$ cat config.mk
export PLATFORM = sky130hd
export DESIGN_NAME = forwarding_controller
export DESIGN_NICKNAME = d
export VERILOG_FILES = /design/src/rtl/forwarding_controller.sv
export SDC_FILE = /design/constraint.sdc
export NUM_CORES = 1
export LEC_CHECK = 0
export CORE_MARGIN = 2
export CORE_UTILIZATION = 40
export CTS_CLUSTER_DIAMETER = 120
export DETAILED_ROUTE_END_ITERATION = 8
export GPL_ROUTABILITY_DRIVEN = 1
export PLACE_DENSITY_LB_ADDON = 0.1
export SLEW_MARGIN = 20
export SYNTH_ARGS = -nofsm -noshare
export SYNTH_HDL_FRONTEND = slang
export SYNTH_SLANG_ARGS = --single-unit
$ cat constraint.sdc
create_clock -name clk -period 4.3 [get_ports clk]
set_input_delay 1.29 -clock clk [delete_from_list [all_inputs] [get_ports clk]]
set_output_delay 1.29 -clock clk [all_outputs]
set_load 0.02 [all_outputs]
$ cat src/rtl/forwarding_controller.sv
// Operand-forwarding and load-use stall controller between decode and the ALU input mux.
// Optional macro FWD_STALL_CNT_EN adds a saturating 16-bit stall_count output.
module forwarding_controller #(
  parameter int unsigned REG_ADDR_W = 3,
  parameter int unsigned SEL_W      = 2
) (
  input  logic                  clk,
  input  logic                  rst_n,
  input  logic                  id_valid,
  input  logic [REG_ADDR_W-1:0] id_src1,
  input  logic                  id_src1_used,
  input  logic [REG_ADDR_W-1:0] id_src2,
  input  logic                  id_src2_used,
  input  logic [REG_ADDR_W-1:0] id_dest,
  input  logic                  id_wr_en,
  input  logic                  id_is_load,
  input  logic                  flush,
  input  logic                  freeze,
  output logic [SEL_W-1:0]      alu_input1_selection,
  output logic [SEL_W-1:0]      alu_input2_selection,
  output logic                  stall
`ifdef FWD_STALL_CNT_EN
  ,
  output logic [15:0]           stall_count
`endif
);

  localparam int unsigned CNT_W = 16;
  localparam logic [SEL_W-1:0] SEL_RF   = SEL_W'(0);
  localparam logic [SEL_W-1:0] SEL_ALU  = SEL_W'(1);
  localparam logic [SEL_W-1:0] SEL_MEM  = SEL_W'(2);
  localparam logic [SEL_W-1:0] SEL_ZERO = SEL_W'(3);

  typedef enum logic {RUN, STALL} state_e;

  state_e                state_q, state_d;
  logic                  ex_valid, ex_wr, ex_load;
  logic [REG_ADDR_W-1:0] ex_dest;
  logic                  mem_valid, mem_wr;
  logic [REG_ADDR_W-1:0] mem_dest;

  logic hit_ex1, hit_ex2, hit_mem1, hit_mem2, load_use;

  assign hit_ex1  = id_valid & id_src1_used & ex_valid  & ex_wr  & (ex_dest  == id_src1);
  assign hit_ex2  = id_valid & id_src2_used & ex_valid  & ex_wr  & (ex_dest  == id_src2);
  assign hit_mem1 = id_valid & id_src1_used & mem_valid & mem_wr & (mem_dest == id_src1);
  assign hit_mem2 = id_valid & id_src2_used & mem_valid & mem_wr & (mem_dest == id_src2);
  assign load_use = (hit_ex1 | hit_ex2) & ex_load;

  // Next state, operand selections and stall; the youngest producer wins.
  always_comb begin
    state_d              = state_q;
    alu_input1_selection = SEL_RF;
    alu_input2_selection = SEL_RF;
    stall                = 1'b0;

    if (hit_ex1 & ~ex_load)  alu_input1_selection = SEL_ALU;
    else if (hit_mem1)       alu_input1_selection = SEL_MEM;
    if (hit_ex2 & ~ex_load)  alu_input2_selection = SEL_ALU;
    else if (hit_mem2)       alu_input2_selection = SEL_MEM;

    if (load_use) begin
      alu_input1_selection = SEL_ZERO;
      alu_input2_selection = SEL_ZERO;
      stall                = ~freeze & ~flush;
    end

    case (state_q)
      RUN:     if (load_use & ~freeze) state_d = STALL;
      STALL:   if (~freeze)            state_d = RUN;
      default:                         state_d = RUN;
    endcase
  end

  // EX/MEM shadow slots and FSM; everything holds while frozen.
  always_ff @(posedge clk or negedge rst_n) begin
    if (!rst_n) begin
      state_q   <= RUN;
      ex_valid  <= 1'b0;
      ex_wr     <= 1'b0;
      ex_load   <= 1'b0;
      ex_dest   <= '0;
      mem_valid <= 1'b0;
      mem_wr    <= 1'b0;
      mem_dest  <= '0;
    end else if (!freeze) begin
      state_q   <= state_d;
      mem_valid <= ex_valid;
      mem_wr    <= ex_wr;
      mem_dest  <= ex_dest;
      ex_valid  <= id_valid & ~stall & ~flush;
      ex_wr     <= id_valid & id_wr_en;
      ex_load   <= id_valid & id_is_load;
      ex_dest   <= id_dest;
    end
  end

`ifdef FWD_STALL_CNT_EN
  always_ff @(posedge clk or negedge rst_n) begin
    if (!rst_n)                           stall_count <= '0;
    else if (stall && (stall_count != '1)) stall_count <= stall_count + CNT_W'(1);
  end
`endif

`ifndef SYNTHESIS
  // A stall cycle leaves a bubble in EX, so a second stall in a row is impossible.
  always_ff @(posedge clk) begin
    if (rst_n && (state_q == STALL) && !freeze)
      assert (!load_use && (state_d == RUN))
        else $error("forwarding_controller: STALL held for two unfrozen cycles");
  end
`endif

endmodule

# [After elaboration in Yosys (flattened, before gate mapping)]
# Index checks and enable logic that the tools add are counted.
[totals] romBits=0 mem_count=0 out_inout_bits=5 latch_bits=0 word_cells=45 regBits=11 ramBits=0
[classes] n_addsub=0 shift=0 n_lt_le_gt_ge=0 n_mul=0 n_mux=7 reduce_logical=0 div_mod_pow=0 eq_ne=4 bitwise_logic=27
[ops] operator="AND 1 bit" n=22
[ops] operator="== test 3 bit" n=4
[ops] operator="two-way mux 2 bit" n=6
[ops] operator="NOT 1 bit" n=4
[ops] operator="two-way mux 1 bit" n=1
[ops] operator="OR 1 bit" n=1

# [Depth between registers and ports, before layout]
[logic_depth] word_depth=10 mapped_depth=4

# [Least setup slack after synthesis]
# OpenSTA, ideal clock, no wires.
[synth_timing] path_type="input to output" start="input id_src1[0]" end="output stall" path_slack_ns=0.585 stages=4 arrival_time_ns=2.425 required_ns=3.010 n_path_buf=0 path_cell_list="xor2_1 nor4_2 o21ai_2 nor3_1"
[synth_via] elab_chain_cells=5
[synth_lines] item="from (decl)" line_no="10" source="input logic [REG_ADDR_W-1:0] id_src1,"
[synth_lines] item="== test 3 bit" line_no="44" source="assign hit_ex1 = id_valid & id_src1_used & ex_valid & ex_wr & (ex_dest == id_src1);"
[synth_lines] item="AND 1 bit" line_no="44"
[synth_lines] item="OR 1 bit" line_no="48" source="assign load_use = (hit_ex1 | hit_ex2) & ex_load;"
[synth_lines] item="AND 1 bit" line_no="48"
[synth_lines] item="two-way mux 1 bit" line_no="62" source="if (load_use) begin"
[synth_lines] item="to (decl)" line_no="21" source="output logic stall"
# Every way passes these cells.

# [Worst setup path in the final report]
[layout_timing] start="input id_src2[0]" end="output alu_input1_selection[0]"
[layout_via] elab_chain_cells=5
[layout_lines] item="from (decl)" line_no="12" source="input logic [REG_ADDR_W-1:0] id_src2,"
[layout_lines] item="== test 3 bit" line_no="45" source="assign hit_ex2 = id_valid & id_src2_used & ex_valid & ex_wr & (ex_dest == id_src2);"
[layout_lines] item="AND 1 bit" line_no="45"
[layout_lines] item="OR 1 bit" line_no="48"
[layout_lines] item="AND 1 bit" line_no="48"
[layout_lines] item="two-way mux 2 bit" line_no="62"
[layout_lines] item="to (decl)" line_no="19" source="output logic [SEL_W-1:0] alu_input1_selection,"
# Every way passes these cells.

==> results.md <==
- Critical path depth in cells: 7
- Ordered cell list for the critical path: clkdlybuf4s50_1, xor2_1, nor4_2, buf_4, buf_4, a21o_2, dlygate4sd2_1
- Mux contribution to synthesized area: 0.146
- Worst-margin pin slew: 0.488 ns
- R2r startpoint: ex_dest[0]
- Post-synthesis adder-cell area fraction: 0
- Filler Cell Count: 127
- Total track usage: 0.161
- Fmax: 0.238 GHz
- Lkg Pwr: 0.397 nW
- Die W: 43.3 um
- Via count: 515
- Register-to-Register Path Depth: 5
- Synth Area in XOR/XNOR: 0.170
- Startpoint Class: input pin
- Clock Skews: 0.000983 ns
- Clock Path Buffers: 2
- Layout Nets: 100
- HP Class: register to register
- Synth Warn #: 0
- Num CTS Buffers: 3
- Ranking of synthesized cells by area: dfrtp_1, xor2_1, mux2_2
- Slew HR: 0.673
- Routed WL: 1360 um
- PD cells: 273 mW/mm^2
- RSZ-0062 raised after global routing: no
- CP max-delay cell: clkdlybuf4s50_1
- Largest family of logic cells by synthesized area: XOR/XNOR gates
- HPWL Detailed: 1070 um
- Crit-path leading delay family: buffers and inverters
- Largest net degree at the start of global routing: 14
- MaxCap Viol Count: 0
- R2R Setup Slk: 2.78 ns
- Initial antenna violation count: 0
- Met2 Use GR: 0.266
- Largest area contributor in the netlist: dfrtp_1
- Peak VDD IR: 0.000157 V
- Setup-failing EPs final: 0
- Worst R2R End: ex_valid
- GR Overflow Total: 0
- Gate Count Post-Synth: 51
- Most frequent CP cell: buf_4
- CORE AREA: 0.00147 mm^2
- GPL Wtd Cong: 0.802
- Final Slew Violations: 0
- Grt peak-use layer: met2
- Sequential area share after synthesis: 0.445
- CTS H-tree lvls: 1
- N_diodes: 0
- Clk_lat worst skew: 0.26 ns
- Synth top area share: 0.445
- Synth-to-Final Area Change: 46.6%
- WS Path Type: input pin to output port
- Final Critical Period: 4.20 ns
- DR WL/cell: 14.0 um
- First DRT Iteration DRCs: 7
- Met3 usage in global routing: 0.0128
- CP Capture Point: alu_input1_selection[0]
- First-pass GRT wire length: 2190 um
- Global routing met1 resource utilization: 0.216
- Share of layout cells above drive strength 1: 0.284
- Final WS setup: 0.103 ns
- Final hold viol count: 0
- Total Power: 0.247 mW
- CTS root buf: clkbuf_4
- Clock sink count: 11
- Worst Path Max Fanout: 3
- Vias per cell: 5.31
- DRC: 0
- Detailed Routing Iterations Pass 1: 4
- Seq cells post-synth: 11
- Die area: 0.00188 mm^2
- CP bufs+invs: 4
- Dpl ws: -0.242 ns
- Setup crit start: id_src2[0]
- Final worst path period share: 0.976
- Worst EP required: 3.01 ns
- Count of different cell masters after synthesis: 15
- CP Capture Type: output port
- Initial core utilization: 0.420
- Worst-path clk slew: 0.07 ns
- Die Ht: 43.3 um
- Syn_area_per_cell: 12.1 um^2
- Status: complete, no violations
- Core Rows: 14
- I/O pins: 23
- IO buf count: 22
- CTS tree: done
- Syn nets: 69
- Max stage delay on crit path: 0.46 ns
- Number of global-route vias before repair: 493
- Arrival time worst endpoint: 2.91 ns
- Detail Route Antenna Nets: 0
- Post-synthesis simple-gate area fraction: 0.130
- Mapped cell area: 618 um^2
- Synth Area in Compound Gates: 0.103
timing repair:
action / CTS / global route
endpoints found under the setup margin: 5 / 3
hold buffers: 0 / 0
pin swaps: 0 / 0
resized for setup: 5 / 7
setup buffers: 1 / 0
cell type report:
class                           count  area, um^2  share of cell area
Clock buffer                        4        26.3              0.0290
Timing Repair Buffer               27         245               0.271
Multi-Input combinational cell     39         339               0.374
Tap cell                           16        20.0              0.0221
Sequential cell                    11         275               0.304
cells in the mapped netlist:
cell / count
a21o_2: 2
a22o_1: 2
a32o_1: 1
clkbuf_1: 1
dfrtp_1: 11
mux2_2: 8
nand4_1: 4
nor2_1: 1
nor2b_1: 1
nor3_1: 1
nor4_2: 2
o21ai_0: 2
o21ai_2: 1
or4_1: 2
xor2_1: 12
where the power goes:
| group | total (mW) | internal, mW | switching, mW |
|---|---|---|---|
| Clock | 0.0684 | 0.0359 | 0.0326 |
| Sequential | 0.127 | 0.115 | 0.0124 |
| Combinational | 0.0518 | 0.0327 | 0.0190 |
| Total | 0.247 | 0.183 | 0.0640 |
worst min-delay path by stage:
stage,from,to,cells past startpoint
2_1_floorplan,mem_valid,mem_valid,1
3_3_place_gp,mem_valid,mem_valid,1
3_5_place_dp,mem_valid,mem_valid,1
4_1_cts,mem_valid,mem_valid,1
5_1_grt,mem_valid,mem_valid,1
6_report,mem_valid,mem_valid,1
cell families (layout without fill, tap and decap cells):
group,Yosys count,in the layout
AO/OA/AOI/OAI,8,8
XOR/XNOR,12,12
buffers and inverters,1,31
flip-flops,11,11
multiplexers,8,8
AND/OR/NAND/NOR,11,11
stage by stage:
| step | instance area, um^2 | cells | util | hold WS (ns) | setup TNS, ns |
|---|---|---|---|---|---|
| floorplan | 618 | 51 | - | 0.502 | 0 |
| global placement | 885 | 92 | 0.601 | 0.515 | -0.944 |
| detailed placement | 885 | 92 | 0.601 | 0.518 | -1.03 |
| CTS | 912 | 97 | 0.620 | 0.533 | 0 |
| global route | 906 | 97 | 0.616 | 0.560 | 0 |
| finish | 906 | 97 | 0.616 | 0.536 | 0 |
layout by cell type, fill, tap and decap left out, types with 3 or more instances in the layout:
cell             netlist  layout
clkdlybuf4s50_1        0      17
xor2_1                12      12
dfrtp_1               11      11
mux2_2                 8       8
buf_4                  0       5
nand4_1                4       4
clkbuf_4               0       3
routing by layer:
layer	vias up	wire length, um
met3	2	57
met4	0	5
met1	247	609
li1	254	-
met2	12	683
met5	-	0
sequential cells by signal (all words and copies together) (netlist names):
register,flops
ex_dest,3
ex_load,1
ex_valid,1
ex_wr,1
mem_dest,3
mem_valid,1
mem_wr,1
No activity file was read; power rests on OpenSTA's default activity.
